===== config.mk =====
export PLATFORM = sky130hd
export DESIGN_NAME = id_ex_reg
export DESIGN_NICKNAME = d
export VERILOG_FILES = /design/src/rtl/id_ex_reg.sv
export SDC_FILE = /design/constraint.sdc
export NUM_CORES = 1
export LEC_CHECK = 0
export CAP_MARGIN = 20
export CORE_AREA = 2 2 146 148
export CTS_BUF_LIST = sky130_fd_sc_hd__clkbuf_16
export DETAILED_ROUTE_END_ITERATION = 16
export DIE_AREA = 0 0 148 150
export PLACE_DENSITY = 0.71
export REMOVE_ABC_BUFFERS = 1
export SETUP_SLACK_MARGIN = 0.02
export SLEW_MARGIN = 20
export SYNTH_ARGS = -nofsm -noshare
export SYNTH_HDL_FRONTEND = slang
export SYNTH_SLANG_ARGS = --single-unit

===== constraint.sdc =====
create_clock -name clk -period 2.15 [get_ports clk]
set_clock_uncertainty 0.05 [all_clocks]
set_input_delay 0.215 -clock clk [delete_from_list [all_inputs] [get_ports clk]]
set_output_delay 0.215 -clock clk [all_outputs]
set_load 0.02 [all_outputs]

===== src/rtl/id_ex_reg.sv =====
// ID/EX pipeline register for a five-stage RISC-V style core.
// Carries decode-stage control, operands and register addresses into execute.
// Priority per clock edge: rst > flush_e > stall_e > load.
// The optional bubble counter is compiled in only when ID_EX_PERF_CNT_EN is defined.
module id_ex_reg #(
    parameter int CNT_W = 32
) (
    input  logic             clk,
    input  logic             rst,
    input  logic             stall_e,
    input  logic             flush_e,
    input  logic             valid_d,
    input  logic [9:0]       ctrl_d,
    input  logic [31:0]      rd1_d,
    input  logic [31:0]      rd2_d,
    input  logic [31:0]      imm_ext_d,
    input  logic [31:0]      pc_d,
    input  logic [31:0]      pcplus4_d,
    input  logic [4:0]       rs1_d,
    input  logic [4:0]       rs2_d,
    input  logic [4:0]       rd_d,
    output logic             valid_e,
    output logic [9:0]       ctrl_e,
    output logic [31:0]      rd1_e,
    output logic [31:0]      rd2_e,
    output logic [31:0]      imm_ext_e,
    output logic [31:0]      pc_e,
    output logic [31:0]      pcplus4_e,
    output logic [4:0]       rs1_e,
    output logic [4:0]       rs2_e,
`ifdef ID_EX_PERF_CNT_EN
    output logic [4:0]       rd_e,
    output logic [CNT_W-1:0] bubble_cnt
`else
    output logic [4:0]       rd_e
`endif
);

    // Execute-slot occupancy: BUBBLE means the slot holds no real instruction.
    typedef enum logic {
        BUBBLE = 1'b0,
        VALID  = 1'b1
    } slot_state_t;

    slot_state_t state_q;

    logic [9:0]  ex_ctrl_d,    ex_ctrl_q;
    logic [31:0] ex_rd1_d,     ex_rd1_q;
    logic [31:0] ex_rd2_d,     ex_rd2_q;
    logic [31:0] ex_imm_d,     ex_imm_q;
    logic [31:0] ex_pc_d,      ex_pc_q;
    logic [31:0] ex_pcplus4_d, ex_pcplus4_q;
    logic [4:0]  ex_rs1_d,     ex_rs1_q;
    logic [4:0]  ex_rs2_d,     ex_rs2_q;
    logic [4:0]  ex_rd_d,      ex_rd_q;

    logic load;
    assign load = !flush_e && !stall_e;

    // Next-state selection for the payload: flush clears, stall holds, load captures.
    // An invalid slot still carries its data but never any control bits.
    always_comb begin
        ex_ctrl_d    = ex_ctrl_q;
        ex_rd1_d     = ex_rd1_q;
        ex_rd2_d     = ex_rd2_q;
        ex_imm_d     = ex_imm_q;
        ex_pc_d      = ex_pc_q;
        ex_pcplus4_d = ex_pcplus4_q;
        ex_rs1_d     = ex_rs1_q;
        ex_rs2_d     = ex_rs2_q;
        ex_rd_d      = ex_rd_q;
        if (flush_e) begin
            ex_ctrl_d    = '0;
            ex_rd1_d     = '0;
            ex_rd2_d     = '0;
            ex_imm_d     = '0;
            ex_pc_d      = '0;
            ex_pcplus4_d = '0;
            ex_rs1_d     = '0;
            ex_rs2_d     = '0;
            ex_rd_d      = '0;
        end else if (load) begin
            ex_ctrl_d    = valid_d ? ctrl_d : 10'd0;
            ex_rd1_d     = rd1_d;
            ex_rd2_d     = rd2_d;
            ex_imm_d     = imm_ext_d;
            ex_pc_d      = pc_d;
            ex_pcplus4_d = pcplus4_d;
            ex_rs1_d     = rs1_d;
            ex_rs2_d     = rs2_d;
            ex_rd_d      = rd_d;
        end
    end

    // Payload registers; reset clears them so nothing stale survives a reset.
    always_ff @(posedge clk) begin
        if (rst) begin
            ex_ctrl_q    <= '0;
            ex_rd1_q     <= '0;
            ex_rd2_q     <= '0;
            ex_imm_q     <= '0;
            ex_pc_q      <= '0;
            ex_pcplus4_q <= '0;
            ex_rs1_q     <= '0;
            ex_rs2_q     <= '0;
            ex_rd_q      <= '0;
        end else begin
            ex_ctrl_q    <= ex_ctrl_d;
            ex_rd1_q     <= ex_rd1_d;
            ex_rd2_q     <= ex_rd2_d;
            ex_imm_q     <= ex_imm_d;
            ex_pc_q      <= ex_pc_d;
            ex_pcplus4_q <= ex_pcplus4_d;
            ex_rs1_q     <= ex_rs1_d;
            ex_rs2_q     <= ex_rs2_d;
            ex_rd_q      <= ex_rd_d;
        end
    end

    // Slot occupancy FSM: only a valid load fills the slot; flush or invalid load empties it.
    always_ff @(posedge clk) begin
        if (rst) begin
            state_q <= BUBBLE;
        end else if (flush_e) begin
            state_q <= BUBBLE;
        end else if (!stall_e) begin
            case (state_q)
                BUBBLE:  state_q <= valid_d ? VALID : BUBBLE;
                VALID:   state_q <= valid_d ? VALID : BUBBLE;
                default: state_q <= BUBBLE;
            endcase
        end
    end

`ifdef ID_EX_PERF_CNT_EN
    logic [CNT_W-1:0] bubble_cnt_d, bubble_cnt_q;
    logic             bubble_edge;

    // A bubble is produced by a flush or by loading an invalid slot; stalls do not count.
    assign bubble_edge = flush_e || (load && !valid_d);

    // Saturating increment so a long-running counter never wraps back to small values.
    always_comb begin
        bubble_cnt_d = bubble_cnt_q;
        if (bubble_edge && (bubble_cnt_q != {CNT_W{1'b1}})) begin
            bubble_cnt_d = bubble_cnt_q + 1'b1;
        end
    end

    // Bubble counter register.
    always_ff @(posedge clk) begin
        if (rst) begin
            bubble_cnt_q <= '0;
        end else begin
            bubble_cnt_q <= bubble_cnt_d;
        end
    end

    assign bubble_cnt = bubble_cnt_q;
`endif

    assign valid_e   = (state_q == VALID);
    assign ctrl_e    = ex_ctrl_q;
    assign rd1_e     = ex_rd1_q;
    assign rd2_e     = ex_rd2_q;
    assign imm_ext_e = ex_imm_q;
    assign pc_e      = ex_pc_q;
    assign pcplus4_e = ex_pcplus4_q;
    assign rs1_e     = ex_rs1_q;
    assign rs2_e     = ex_rs2_q;
    assign rd_e      = ex_rd_q;

endmodule

==> impl_summary.md <==
Power
Of the total power, the clock network draws 38.5%. The internal power consumption is 5770 uW. The post-route total power is 7770 uW.

The power density relative to cell area is 692 mW/mm^2. The net switching component of the power is 2000 uW. The share of total power dissipated in combinational logic is 15.0%. Summed over all cells, the static leakage comes to 0.00459 uW. In this run, flip-flops and latches consume 46.5% of the power. The switching share of power is 25.7%. VDD sags by at most 476 uV.

CTS
For the worst-skew pair, the clock arrives at the later sink with an insertion delay of 0.42 ns. The CTS tree is built. The clock passes through at most 2 buffers.

The clock tree root buffer cell is sky130_fd_sc_hd__clkbuf_16. The number of post-CTS setup repair buffers is 0. The clock transition time at the flip-flop clock pins of the worst setup and hold paths is 0.07 ns. The clock sink count is 186.

The number of buffers inserted during clock tree synthesis is 17. Gates resized during post-CTS repair numbered 0. The H-tree generated during clock tree synthesis spans 4 levels.

The number of buffers added to fix hold violations after cts is 0.

Global route
The leftover overflow at the end of global routing is 0. The pin count of the biggest net entering global routing is 48. For met3 alone, demand over resource in global routing was 5.61%. Global routing used 16.7% of the available tracks. The number of global-route vias before repair is 5290. The most congested layer reported by global routing is met2. The first global-routing pass estimated 28.9 mm of wire. The number of antenna violations at the first check in global routing is 0.

The met2 demand-to-capacity share in global routing is 29.0%. The met1 layer usage reported by global route is 19.2%.

STA
In this run the tightest slew margin relative to its limit is 69.1%. Summed over all failing endpoints, the final setup total negative slack is 0 ns. The final critical path takes up 79.2% of the cycle. The number of hold violations in the final report is 0. The final-report max-slew violation count was 0. The maximum frequency from static timing analysis is 0.587 GHz.

The number of failing setup endpoints in the final timing report is 0. For the pin with the worst max-slew slack, the measured transition is 0.464 ns. The shortest period the worst path allows is 1.70 ns. Setup repair after global routing left no endpoint under its margin.

Critical path
The depth of the worst register-to-register path is 2. The biggest fanout along the worst timing path is 2. In this run the number of cells on the critical path is 1. Traced cell by cell, the critical path runs through clkdlybuf4s50_1. STA puts the critical path data required time at 1.88 ns. The number of buffers and inverters on the critical path is 1. STA classifies the critical path startpoint as a flop. By startpoint and endpoint, the worst setup path is classified as flop to output port.

The critical path's top delay family is buffers and inverters. The worst setup path is captured at an output port. Data on the critical path arrives at its endpoint at 1.44 ns. Across all register-to-register paths, the minimum setup slack is 1.46 ns. The maximum single-stage delay on the critical path is 0.64 ns. The slowest stage of the critical path belongs to the cell sky130_fd_sc_hd__clkdlybuf4s50_1.

Finish
The repair_antennas step left the layout with diodes totalling 0. In the final layout, flip-flops and latches occupy 0.00372 sq mm. Relative to the synthesized area, the layout overhead comes to 66.6%. The net count of the finished layout is 1170. The number of standard cells in the final layout excluding fillers is 1268.

The share of cells above drive strength 1 is 5.94%. The count of fill cells added during filler insertion is 1901. Summing all multi-input logic gate instances after layout gives 0.00262 sq mm.

Synth
Summing the sequential cell areas from Yosys gives 55.2% of the chip area. The post-synthesis share of cell area spent on xor and xnor gates is 0%. The area share of and/or/nand/nor cells after synthesis is 11.9%. The dominant combinational cell family by area after synthesis is multiplexers. For this run, the number of Yosys warnings is 0. The synthesized netlist occupies a cell area of 0.00674 sq mm.

The synthesized netlist cell count is 613. The post-synthesis sequential element count is 186. The distinct cell type count of the synthesized netlist is 12.

After Yosys synthesis, full adders, half adders and majority gates account for 0% of the synthesized area. The average size of a mapped cell is 11.0 sq um. The mux cell area share after synthesis is 26.1%.

The post-synthesis compound-gate area fraction is 0.742%.

Floorplanning
The number of placement rows is 53. The y dimension of the die is 150 microns. The die area is 0.0222 sq mm. From left edge to right edge, the die measures 148 microns. The initial core utilization is 32.6%. The number of primary I/O pins is 376. The placeable core region is 0.0207 sq mm.

Routing
The number of detailed-routing iterations run before antenna repair is 4. The via count is 5557. The per-cell via count in the routed design is 4.38. The number of antenna-violating nets in the routed design is 0. Summed over all layers, the routed wires come to 19.4 mm. For this run, design rule violations remaining after detail routing come to 0. After the first detailed-routing iteration, the DRC count stood at 162.

After detailed routing, the average wire length per cell comes to 15.3 microns.

Hold path
The number of instances on the worst hold path is 3. The worst hold path belongs to the class primary input to flop.

Placement
The HPWL after detailed placement is 14.2 mm. The number of placed instances, taps included is 1236. The number of buffer cells added on primary ports is 375. The weighted congestion at the end of routability-driven global placement is 0.756.

Status
The run finished with clean final reports.

Run
The tool flagged a number of max-cap violations equal to 0.
metal layers:
| layer | wire, microns | share of wire, % |
|---|---|---|
| met4 | 282 | 1.5 |
| met2 | 9710 | 50 |
| met5 | 0 | 0 |
| met3 | 1560 | 8.0 |
| met1 | 7870 | 41 |
cells in the mapped netlist (all sizes together):
master | n | area share (%)
clkbuf | 5 | 0.28
a21oi | 10 | 0.74
or2 | 1 | 0.093
buf | 39 | 5.7
nand3b | 10 | 1.1
nand2 | 10 | 0.56
dfxtp | 186 | 55
nor2 | 176 | 10
mux2i | 176 | 26
cell type report:
type / count / share of cell area [%]
Clock buffer: 17 / 3.79
Clock inverter: 15 / 1.18
Multi-Input combinational cell: 383 / 23.3
Sequential cell: 186 / 33.2
Tap cell: 275 / 3.06
Timing Repair Buffer: 392 / 35.5
layout by cell type (no fill, tap or decap), drive strengths merged:
master and count:
clkdlybuf4s50 374, mux2i 176, or2 1, buf 18, clkbuf 17, clkinv 7, nor2 176, a21oi 10
inv 8, nand3b 10, nand2 10, dfxtp 186
final timing paths:
path,from,end
max reg2reg,pc_e[12],pc_e[12]
min reg2reg,ctrl_e[3],ctrl_e[3]
max,pc_e[12],pc_e[12]
min,stall_e,imm_ext_e[12]
state kept, by name, indices dropped and copies added, names as in the netlist:
name,count
rd1_e,32
rd2_e,32
rs2_e,5
ctrl_e,10
rd_e,5
valid_e,1
pc_e,32
rs1_e,5
imm_ext_e,32
pcplus4_e,32
logic make-up after synthesis:
family / after synthesis
and+or+nand+nor: 197
buffers and inverters: 44
DFF: 186
AOI/OAI and AO/OA: 10
muxes: 176
through the flow:
step	area [sq um]	hold slack [ns]	utilization [%]	setup WS (ns)
2_1_floorplan	6340	0.301	-	-1.57
3_3_place_gp	10700	0.397	51.6	0.566
3_5_place_dp	10700	0.408	51.6	0.577
4_1_cts	11200	0.228	54.3	0.392
5_1_grt	11200	0.240	54.3	0.383
6_report	11200	0.241	54.3	0.447
power groups by stage:
stage / clock [uW] / sequential (uW) / combinational, uW
after floorplan: 0 / 3830 / 286
after global placement: 0 / 3690 / 1170
after detailed placement: 0 / 3690 / 1170
after CTS: 3100 / 3610 / 1180
after global routing: 3250 / 3620 / 1250
final: 2990 / 3610 / 1170
worst min-delay path: stages:
cell and delay (ns):
sky130_fd_sc_hd__buf_8 0.22, sky130_fd_sc_hd__mux2i_1 0.16, sky130_fd_sc_hd__nor2_1 0.07
(Power assumes the default switching activity.)
